===== config.mk =====
export PLATFORM = sky130hd
export DESIGN_NAME = pipe_ctrl
export DESIGN_NICKNAME = d
export VERILOG_FILES = /design/src/rtl/pipe_ctrl_pkg.sv /design/src/rtl/pipe_ctrl_stall_watchdog.sv /design/src/rtl/pipe_ctrl.sv
export SDC_FILE = /design/constraint.sdc
export NUM_CORES = 1
export LEC_CHECK = 0
export CORE_MARGIN = 1.5
export CORE_UTILIZATION = 50
export CTS_BUF_LIST = sky130_fd_sc_hd__clkbuf_4 sky130_fd_sc_hd__clkbuf_8
export CTS_CLUSTER_SIZE = 12
export DETAILED_ROUTE_END_ITERATION = 6
export GPL_TIMING_DRIVEN = 0
export HOLD_SLACK_MARGIN = 0.08
export PLACE_DENSITY = 0.94
export SKIP_CTS_REPAIR_TIMING = 1
export SKIP_LAST_GASP = 1
export SLEW_MARGIN = 20
export SYNTH_ARGS = -nofsm -noshare
export SYNTH_HDL_FRONTEND = slang
export SYNTH_SLANG_ARGS = --single-unit

===== constraint.sdc =====
create_clock -name clk -period 5.41 [get_ports clk]
set_clock_uncertainty 0.2 [all_clocks]
set_input_delay 1.082 -clock clk [delete_from_list [all_inputs] [get_ports clk]]
set_output_delay 1.082 -clock clk [all_outputs]
set_load 0.05 [all_outputs]

===== src/rtl/pipe_ctrl_pkg.sv =====
// Shared types and constants for the pipeline stall/flush sequencer:
// stall bus encodings, MEM-stage exception codes and the exception vector.
package pipe_ctrl_pkg;

  // Stall bus: bit i stops stage i (0=PC, 1=IF, 2=ID, 3=EX, 4=MEM, 5=WB)
  localparam int STALL_W = 6;
  typedef logic [STALL_W-1:0] stall_bus_t;

  localparam logic STOP    = 1'b1;
  localparam logic NO_STOP = 1'b0;

  localparam stall_bus_t STALL_NONE = {NO_STOP, NO_STOP, NO_STOP, NO_STOP, NO_STOP, NO_STOP};
  localparam stall_bus_t STALL_IF   = {NO_STOP, NO_STOP, NO_STOP, NO_STOP, STOP,    STOP};
  localparam stall_bus_t STALL_ID   = {NO_STOP, NO_STOP, NO_STOP, STOP,    STOP,    STOP};
  localparam stall_bus_t STALL_EX   = {NO_STOP, NO_STOP, STOP,    STOP,    STOP,    STOP};
  // WB is left running so the instruction leaving MEM becomes a bubble
  localparam stall_bus_t STALL_MEM  = {NO_STOP, STOP,    STOP,    STOP,    STOP,    STOP};
  localparam stall_bus_t STALL_ALL  = {STOP,    STOP,    STOP,    STOP,    STOP,    STOP};

  // MEM-stage exception codes
  localparam logic [4:0] EXC_NONE = 5'd0;
  localparam logic [4:0] EXC_INT  = 5'd1;
  localparam logic [4:0] EXC_ADEL = 5'd4;
  localparam logic [4:0] EXC_ADES = 5'd5;
  localparam logic [4:0] EXC_SYS  = 5'd8;
  localparam logic [4:0] EXC_BP   = 5'd9;
  localparam logic [4:0] EXC_RI   = 5'd10;
  localparam logic [4:0] EXC_OV   = 5'd12;
  localparam logic [4:0] EXC_ERET = 5'd14;

  localparam logic [31:0] EXC_VECTOR_DEFAULT = 32'hbfc0_0380;

  typedef enum logic [1:0] {
    EXC_CLASS_NONE   = 2'd0,
    EXC_CLASS_VECTOR = 2'd1,
    EXC_CLASS_ERET   = 2'd2
  } exc_class_e;

  typedef enum logic {
    ST_RUN   = 1'b0,
    ST_FLUSH = 1'b1
  } state_e;

  // Classify an exception code; unknown nonzero codes go to the vector
  function automatic exc_class_e exc_classify(input logic [4:0] code);
    exc_class_e cls;
    case (code)
      EXC_NONE: cls = EXC_CLASS_NONE;
      EXC_INT, EXC_ADEL, EXC_ADES, EXC_SYS,
      EXC_BP, EXC_RI, EXC_OV: cls = EXC_CLASS_VECTOR;
      EXC_ERET: cls = EXC_CLASS_ERET;
      default: cls = EXC_CLASS_VECTOR;
    endcase
    return cls;
  endfunction

  // Priority encoder: the deepest requesting stage determines the stall vector
  function automatic stall_bus_t stall_decode(input logic req_if, input logic req_id,
                                              input logic req_ex, input logic req_mem);
    stall_bus_t s;
    if (req_mem) begin
      s = STALL_MEM;
    end else if (req_ex) begin
      s = STALL_EX;
    end else if (req_id) begin
      s = STALL_ID;
    end else if (req_if) begin
      s = STALL_IF;
    end else begin
      s = STALL_NONE;
    end
    return s;
  endfunction

endpackage


===== src/rtl/pipe_ctrl_stall_watchdog.sv =====
// Debug support for the stall sequencer: consecutive-stall watchdog with a
// sticky timeout flag, plus a saturating count of all stalled cycles.
module pipe_ctrl_stall_watchdog #(
  parameter int unsigned MAX_STALL = 1024,
  parameter int unsigned CNT_W     = 11
) (
  input  logic        clk,
  input  logic        rst,
  input  logic        stalled,
  output logic        stall_timeout,
  output logic [31:0] stall_cycles
);

  localparam logic [CNT_W-1:0] RUN_MAX  = CNT_W'(MAX_STALL);
  localparam logic [CNT_W-1:0] RUN_LAST = CNT_W'(MAX_STALL - 1);

  logic [CNT_W-1:0] run_cnt_r;
  logic             timeout_r;
  logic [31:0]      cycles_r;

  // Track consecutive stalled cycles, latch the timeout, count total stalls
  always_ff @(posedge clk) begin
    if (rst) begin
      run_cnt_r <= {CNT_W{1'b0}};
      timeout_r <= 1'b0;
      cycles_r  <= 32'd0;
    end else if (stalled) begin
      if (run_cnt_r != RUN_MAX) begin
        run_cnt_r <= run_cnt_r + {{(CNT_W-1){1'b0}}, 1'b1};
      end else begin
        run_cnt_r <= run_cnt_r;
      end
      // The flag rises on the same edge the run counter reaches MAX_STALL
      timeout_r <= timeout_r | (run_cnt_r >= RUN_LAST);
      if (cycles_r != 32'hffff_ffff) begin
        cycles_r <= cycles_r + 32'd1;
      end else begin
        cycles_r <= cycles_r;
      end
    end else begin
      run_cnt_r <= {CNT_W{1'b0}};
      timeout_r <= timeout_r;
      cycles_r  <= cycles_r;
    end
  end

  assign stall_timeout = timeout_r;
  assign stall_cycles  = cycles_r;

endmodule


===== src/rtl/pipe_ctrl.sv =====
// Central stall/flush sequencer for the 5-stage pipeline. Stall requests are
// priority-encoded combinationally; a MEM-stage exception freezes the whole
// pipe for one cycle and is followed by a single-cycle flush with redirect.
module pipe_ctrl
  import pipe_ctrl_pkg::*;
#(
  parameter logic [31:0] EXC_VECTOR = EXC_VECTOR_DEFAULT,
  parameter int unsigned MAX_STALL  = 1024,
  parameter int unsigned CNT_W      = 11
) (
  input  logic               clk,
  input  logic               rst,
  input  logic               stallreq_if,
  input  logic               stallreq_id,
  input  logic               stallreq_ex,
  input  logic               stallreq_mem,
  input  logic [4:0]         excepttype,
  input  logic [31:0]        cp0_epc,
  output logic [STALL_W-1:0] stall,
  output logic               flush,
  output logic [31:0]        new_pc,
  output logic               stall_timeout,
  output logic [31:0]        stall_cycles
);

  state_e      state_r;
  logic        flush_r;
  logic [31:0] new_pc_r;
  exc_class_e  exc_class_s;
  stall_bus_t  req_stall_s;
  stall_bus_t  stall_s;
  logic        stalled_s;

  // Decode the incoming exception and stall requests
  always_comb begin
    exc_class_s = exc_classify(excepttype);
    req_stall_s = stall_decode(stallreq_if, stallreq_id, stallreq_ex, stallreq_mem);
  end

  // Drive the stall bus: freeze everything on exception, nothing during flush
  always_comb begin
    stall_s = STALL_NONE;
    if (rst) begin
      stall_s = STALL_NONE;
    end else begin
      case (state_r)
        ST_RUN: begin
          if (exc_class_s != EXC_CLASS_NONE) begin
            stall_s = STALL_ALL;
          end else begin
            stall_s = req_stall_s;
          end
        end
        ST_FLUSH: stall_s = STALL_NONE;
        default:  stall_s = STALL_NONE;
      endcase
    end
  end

  // Sequencer FSM: RUN -> FLUSH on exception, FLUSH -> RUN after one cycle
  always_ff @(posedge clk) begin
    if (rst) begin
      state_r  <= ST_RUN;
      flush_r  <= 1'b0;
      new_pc_r <= 32'd0;
    end else begin
      case (state_r)
        ST_RUN: begin
          if (exc_class_s != EXC_CLASS_NONE) begin
            state_r <= ST_FLUSH;
            flush_r <= 1'b1;
            if (exc_class_s == EXC_CLASS_ERET) begin
              new_pc_r <= cp0_epc;
            end else begin
              new_pc_r <= EXC_VECTOR;
            end
          end else begin
            state_r  <= ST_RUN;
            flush_r  <= 1'b0;
            new_pc_r <= new_pc_r;
          end
        end
        ST_FLUSH: begin
          state_r  <= ST_RUN;
          flush_r  <= 1'b0;
          new_pc_r <= new_pc_r;
        end
        default: begin
          state_r  <= ST_RUN;
          flush_r  <= 1'b0;
          new_pc_r <= new_pc_r;
        end
      endcase
    end
  end

  assign stalled_s = (stall_s != STALL_NONE);
  assign stall     = stall_s;
  assign flush     = flush_r;
  assign new_pc    = new_pc_r;

  pipe_ctrl_stall_watchdog #(
    .MAX_STALL(MAX_STALL),
    .CNT_W    (CNT_W)
  ) u_stall_watchdog (
    .clk          (clk),
    .rst          (rst),
    .stalled      (stalled_s),
    .stall_timeout(stall_timeout),
    .stall_cycles (stall_cycles)
  );

endmodule


# After elaboration in Yosys (flattened, before gate mapping)
# Memories as Yosys holds them, arrays and structs flattened.
# Cells that the tools add are included.
[totals]
regBits = 77
rom_bits = 32
inputBits = 43
out_inout_bits = 72
word_cells = 34
n_memories = 1
[memory_table]
columns = ["name", "words", "width", "read_ports", "rd_ports_with_merged_regs", "write_ports", "line", "source"]
rows = [
  ["(name not given)", 16, 2, 1, 0, 0, "pipe_ctrl_pkg.sv:47", "case (code)"],
]
[classes]
addsub = 2
n_lt_le_gt_ge = 1
n_eq_ne = 4
muxes = 13
bitwise = 3
n_reduce_logical = 5
[op_table]
columns = ["operator", "count"]
rows = [
  ["32-bit 2-to-1 mux", 3],
  ["32-bit by 1-bit adder with 32-bit output, second input constant", 1],
  ["32-bit != test, second input constant", 1],
  ["6-bit 2-to-1 mux", 2],
  ["6-bit one-hot mux with 2 select lines", 1],
  ["11-bit by 1-bit adder with 11-bit output, second input constant", 1],
  ["11-bit by 10-bit >= comparator with 1-bit output, second input constant", 1],
  ["11-bit != test, second input constant", 1],
  ["6-bit nonzero test", 1],
  ["5-bit 2-to-1 mux", 1],
  ["2-bit 2-to-1 mux", 2],
  ["4-bit 2-to-1 mux", 1],
  ["2-bit AND reduction", 2],
  ["3-bit 2-to-1 mux", 1],
  ["2-bit == test, second input constant", 1],
  ["2-bit != test, second input constant", 1],
  ["1-bit inverter", 2],
  ["1-bit one-hot mux with 2 select lines", 1],
  ["2-bit nonzero test", 1],
  ["2-bit OR reduction", 1],
  ["1-bit 2-to-1 mux", 1],
  ["1-bit bitwise OR", 1],
]

# Depth between registers and ports, before layout
[depth]
word_depth = 10
depth_mapped = 8

# Cells and area by module
# A second synthesis with hierarchy kept.
[hier_totals]
cells_unflattened = 418
area_unflattened_um2 = 3627.2
[modules_own_cells]
columns = ["mod", "instances", "cells_each", "area_per_inst_um2"]
rows = [
  ["pipe_ctrl_stall_watchdog", 1, 260, 2244.7],
  ["pipe_ctrl", 1, 158, 1382.6],
]

# Worst setup path before layout
# Ideal clock, no wire load.
[synth_path]
kind = "input to output"
from = "in excepttype[1]"
to = "out stall[1]"
arrival_time_ns = 2.573
required_ns = 4.128
slack_ns = 1.555
stages = 4
n_path_buf = 1
cell_sequence = "or4_4 > o41ai_4 > inv_2 > buf_4"
[synth_between]
elab_chain_len = 6
[synth_rtl]
columns = ["item", "line", "source"]
rows = [
  ["start: declaration", "pipe_ctrl.sv:17", "input logic [4:0] excepttype,"],
  ["memory read 16 x 2 bit", "-", ""],
  ["2-bit 2-to-1 mux", "pipe_ctrl_pkg.sv:47", ""],
  ["2-bit nonzero test", "pipe_ctrl.sv:48", "if (exc_class_s != EXC_CLASS_NONE) begin"],
  ["6-bit 2-to-1 mux", "pipe_ctrl.sv:48", ""],
  ["6-bit one-hot mux with 2 select lines", "pipe_ctrl.sv:46", "case (state_r)"],
  ["6-bit 2-to-1 mux", "pipe_ctrl.sv:43", "if (rst) begin"],
  ["end: declaration", "pipe_ctrl.sv:19", "output logic [STALL_W-1:0] stall,"],
]
# No other way between the ends.

# Worst setup path after layout
# Ends and elaborated chain as after synthesis.

==> impl_metrics.prom <==
# TYPE chip_impl_metric gauge
chip_impl_metric{name="pin_count_of_the_biggest_net_entering_global_routing",unit=""} 14
chip_impl_metric{name="grt_usage",unit="%"} 25.8
chip_impl_metric{name="reg2reg_slack",unit="ps"} 2970
chip_impl_metric{name="cts_sinks",unit=""} 77
chip_impl_metric{name="grt_first_pass_wirelength",unit="um"} 14900
chip_impl_metric{name="post_route_cell_area",unit="sq um"} 4710
chip_impl_metric{name="synth_async_sr_flop_share",unit="%"} 0
chip_impl_metric{name="vias_per_cell",unit=""} 5.85
chip_impl_metric{name="maxCapViolCount",unit=""} 0
chip_impl_metric{name="yosys_register_bits",unit=""} 77
chip_impl_metric{name="cts_made_buffers",unit=""} 9
chip_impl_info{name="crit_path_end_kind",value="output pin"} 1
chip_impl_metric{name="floorplan.rows",unit=""} 29
chip_impl_info{name="synthTopCellsByArea",value="sky130_fd_sc_hd__dfxtp_1, sky130_fd_sc_hd__nor2_1, sky130_fd_sc_hd__a21oi_1"} 1
chip_impl_metric{name="drc",unit=""} 0
chip_impl_metric{name="fin_setup_tns",unit="ps"} 0
chip_impl_metric{name="postSynthCellCount",unit=""} 370
chip_impl_metric{name="power_per_cell_area",unit="nW/um^2"} 248
chip_impl_metric{name="period_share",unit="%"} 93.2
chip_impl_info{name="reg2reg_from",value="u_stall_watchdog.stall_cycles[0]$_SDFFE_PP0P_"} 1
chip_impl_metric{name="slew_of_the_pin_with_the_lowest_slew_margin",unit="ps"} 1050
chip_impl_metric{name="finalWorstPathRequiredPeriod",unit="ps"} 5040
chip_impl_metric{name="via_count",unit=""} 3378
chip_impl_metric{name="antenna_cells_inserted",unit=""} 0
chip_impl_metric{name="worstRegToRegCells",unit=""} 7
chip_impl_metric{name="power_leakage",unit="nW"} 1.57
chip_impl_info{name="grt_setup_unrepaired",value="no"} 1
chip_impl_metric{name="f_max",unit="MHz"} 198
chip_impl_info{name="status",value="complete, no violations"} 1
chip_impl_metric{name="grt_pass1_vias",unit=""} 3153
chip_impl_metric{name="instance_area_at_placement",unit="sq um"} 4520
chip_impl_metric{name="cts.clk_slew.worst_paths",unit="ps"} 80
chip_impl_metric{name="post-place-cells",unit=""} 561
chip_impl_metric{name="synth.avg_cell_area",unit="sq um"} 8.88
chip_impl_metric{name="layout-area-overhead-vs-synth",unit="%"} 43.4
chip_impl_metric{name="synth_edf_count",unit=""} 0
chip_impl_metric{name="worst_path_max_fanout",unit=""} 7
chip_impl_info{name="worst_r2r_endpoint",value="u_stall_watchdog.stall_cycles[24]$_SDFFE_PP0P_"} 1
chip_impl_metric{name="layout.filler_cells",unit=""} 439
chip_impl_metric{name="worst_ep_required_time",unit="ps"} 4130
chip_impl_info{name="tritoncts",value="yes"} 1
chip_impl_metric{name="initial_utilization",unit="%"} 51.8
chip_impl_metric{name="wire_per_inst",unit="um"} 15.8
chip_impl_metric{name="dieWidth",unit="um"} 84.1
chip_impl_metric{name="post_synth_instance_area",unit="sq um"} 3290
chip_impl_metric{name="final_nets",unit=""} 541
chip_impl_metric{name="netlist-cell-type-count",unit=""} 48
chip_impl_metric{name="design.core.area",unit="sq um"} 6350
chip_impl_metric{name="setup_viol",unit=""} 0
chip_impl_metric{name="clkLatencyLatePin",unit="ps"} 340
chip_impl_metric{name="hpwlAfterDp",unit="um"} 6760
chip_impl_metric{name="max_vdd_drop",unit="V"} 0.000183
chip_impl_metric{name="clock_tree.buffer_depth",unit=""} 2
chip_impl_info{name="synth.largest_area_cell",value="sky130_fd_sc_hd__dfxtp_1"} 1
chip_impl_info{name="timing.hold.worst.start",value="u_stall_watchdog.stall_timeout$_SDFFE_PP0P_"} 1
chip_impl_metric{name="yosys_warnings",unit=""} 0
chip_impl_info{name="postSynth.topFlopCell",value="sky130_fd_sc_hd__dfxtp_1"} 1
chip_impl_info{name="hold_path_end",value="u_stall_watchdog.stall_timeout$_SDFFE_PP0P_"} 1
chip_impl_metric{name="post-synth-top-area-fraction",unit="%"} 46.9
chip_impl_info{name="worstSetupStartpointType",value="input pin"} 1
chip_impl_metric{name="synth.yosys.seq_area_share",unit="%"} 46.9
chip_impl_metric{name="gp_congestion",unit=""} 0.895
chip_impl_info{name="ctsRootBufferMaster",value="sky130_fd_sc_hd__clkbuf_8"} 1
chip_impl_info{name="min_path_type",value="reg2reg"} 1
chip_impl_metric{name="detail_route.first_pass.iterations",unit=""} 5
chip_impl_metric{name="synth_fp_nets",unit=""} 416
chip_impl_metric{name="max_slew_margin",unit="%"} 29.3
chip_impl_metric{name="top_level_ports",unit=""} 115
chip_impl_metric{name="holdPathStages",unit=""} 2
chip_impl_metric{name="drt-total-wl",unit="um"} 9120
chip_impl_metric{name="finish.cell_count_without_fillers",unit=""} 577
chip_impl_metric{name="slew_viol_final",unit=""} 0
chip_impl_metric{name="post_route_cells_drive_above_1_share",unit="%"} 6.40
chip_impl_metric{name="critPathArrivalTime",unit="ps"} 3760
chip_impl_metric{name="numPortBuffers",unit=""} 114
chip_impl_metric{name="dieArea",unit="sq um"} 7070
chip_impl_metric{name="number_of_antenna_violations_at_the_first_check_in_global_routing",unit=""} 0
chip_impl_metric{name="antenna_left",unit=""} 0
chip_impl_metric{name="cts_max_level",unit=""} 3
chip_impl_metric{name="dieHeight",unit="um"} 84.1
chip_impl_metric{name="drt-initial-drc-count",unit=""} 156
chip_impl_metric{name="finalHoldViolations",unit=""} 0
chip_impl_metric{name="grt_overflow_total",unit=""} 0
chip_impl_info{name="path_type_of_the_worst_setup_path",value="in2out"} 1
[cell usage after synthesis (7+ instances only)]
master,count
sky130_fd_sc_hd__clkbuf_1,12
sky130_fd_sc_hd__o21ai_1,17
sky130_fd_sc_hd__a22o_1,10
sky130_fd_sc_hd__a21oi_1,28
sky130_fd_sc_hd__a22oi_1,10
sky130_fd_sc_hd__nand4_1,11
sky130_fd_sc_hd__nand3_1,13
sky130_fd_sc_hd__nor2_1,45
sky130_fd_sc_hd__and4_1,7
sky130_fd_sc_hd__dfxtp_1,77
sky130_fd_sc_hd__nand2_1,19
sky130_fd_sc_hd__nor3_1,27
sky130_fd_sc_hd__o31ai_1,8
sky130_fd_sc_hd__or3_1,21
[worst max path at each step]
stage	start	endpoint	slack [ps]	cells after the start
CTS	excepttype[1]	stall[1]	390	6
finish	excepttype[1]	stall[1]	370	6
detailed placement	excepttype[1]	stall[1]	400	6
global route	excepttype[1]	stall[1]	330	6
floorplan	excepttype[1]	stall[1]	1560	4
global placement	excepttype[1]	stall[1]	450	6
[state kept, by name, summed over array words and instances, names as in the netlist]
name,cells
new_pc,32
u_stall_watchdog.stall_cycles,32
u_stall_watchdog.run_cnt_r,11
flush,1
u_stall_watchdog.stall_timeout,1
[critical path, stage by stage]
cell and delay [ps]:
sky130_fd_sc_hd__clkdlybuf4s50_1 460, sky130_fd_sc_hd__or4_4 590, sky130_fd_sc_hd__o41ai_4 580, sky130_fd_sc_hd__inv_2 180, sky130_fd_sc_hd__buf_4 170, sky130_fd_sc_hd__clkdlybuf4s50_1 690
[layout by cell type (no fill, tap or decap), types with 4 or more instances in the layout]
cell                              count
sky130_fd_sc_hd__nand3_1             13
sky130_fd_sc_hd__and4_1               7
sky130_fd_sc_hd__nand2_1             19
sky130_fd_sc_hd__o31ai_1              8
sky130_fd_sc_hd__or3_1               21
sky130_fd_sc_hd__o21ai_0              4
sky130_fd_sc_hd__clkbuf_1            12
sky130_fd_sc_hd__inv_1                6
sky130_fd_sc_hd__o21ai_1             17
sky130_fd_sc_hd__a22oi_1             10
sky130_fd_sc_hd__or4_1                6
sky130_fd_sc_hd__dfxtp_1             77
sky130_fd_sc_hd__clkbuf_8             9
sky130_fd_sc_hd__nand4_1             11
sky130_fd_sc_hd__clkdlybuf4s50_1    114
sky130_fd_sc_hd__a22o_1              10
sky130_fd_sc_hd__xnor2_1              4
sky130_fd_sc_hd__xor2_1               6
sky130_fd_sc_hd__a21oi_1             28
sky130_fd_sc_hd__nor3_1              27
sky130_fd_sc_hd__clkinv_2             4
sky130_fd_sc_hd__nor2_1              45
[per-stage QoR]
| stage | utilization, % | hold slack [ps] | setup slack (ps) | power (mW) |
|---|---|---|---|---|
| detailed placement | 71.3 | 253 | 398 | 0.768 |
| global placement | 71.3 | 242 | 453 | 0.764 |
| finish | 74.2 | 274 | 366 | 1.17 |
| global route | 74.2 | 301 | 328 | 1.22 |
| floorplan | - | 263 | 1560 | 0.693 |
| CTS | 74.2 | 272 | 388 | 1.18 |
[layout make-up]
class | count | area, sq um | share of cell area [%]
Inverter | 7 | 26.3 | 0.557
Tap cell | 77 | 96.3 | 2.04
Sequential cell | 77 | 1540 | 32.7
Clock inverter | 7 | 66.3 | 1.41
Buffer | 18 | 98.8 | 2.10
Timing Repair Buffer | 114 | 1140 | 24.2
Clock buffer | 9 | 124 | 2.63
Multi-Input combinational cell | 268 | 1620 | 34.4
[where the power goes]
group / leakage, nW / total (mW) / internal [mW] / switching (mW)
Sequential: 0.625 / 0.588 / 0.578 / 0.00960
Combinational: 0.847 / 0.168 / 0.0681 / 0.100
Clock: 0.0987 / 0.414 / 0.210 / 0.204
Total: 1.57 / 1.17 / 0.857 / 0.314
[metal layers]
layer,vias to the layer above,GRT usage [%],share of wire (%)
met3,21,6.03,7.9
met4,0,9.84,2.0
met5,-,0,0
met1,1571,33.0,43
met2,153,42.2,47
li1,1633,-,-
[logic make-up after synthesis]
| kind of cell | count (synthesis) | synth area share (%) |
|---|---|---|
| compound gates | 92 | 19.0 |
| xor+xnor | 10 | 2.66 |
| fa+ha+maj | 3 | 1.14 |
| buf+inv | 25 | 3.81 |
| flops | 77 | 46.9 |
| mux | 2 | 0.647 |
| simple gates | 161 | 25.9 |
(Power assumes the default switching activity.)
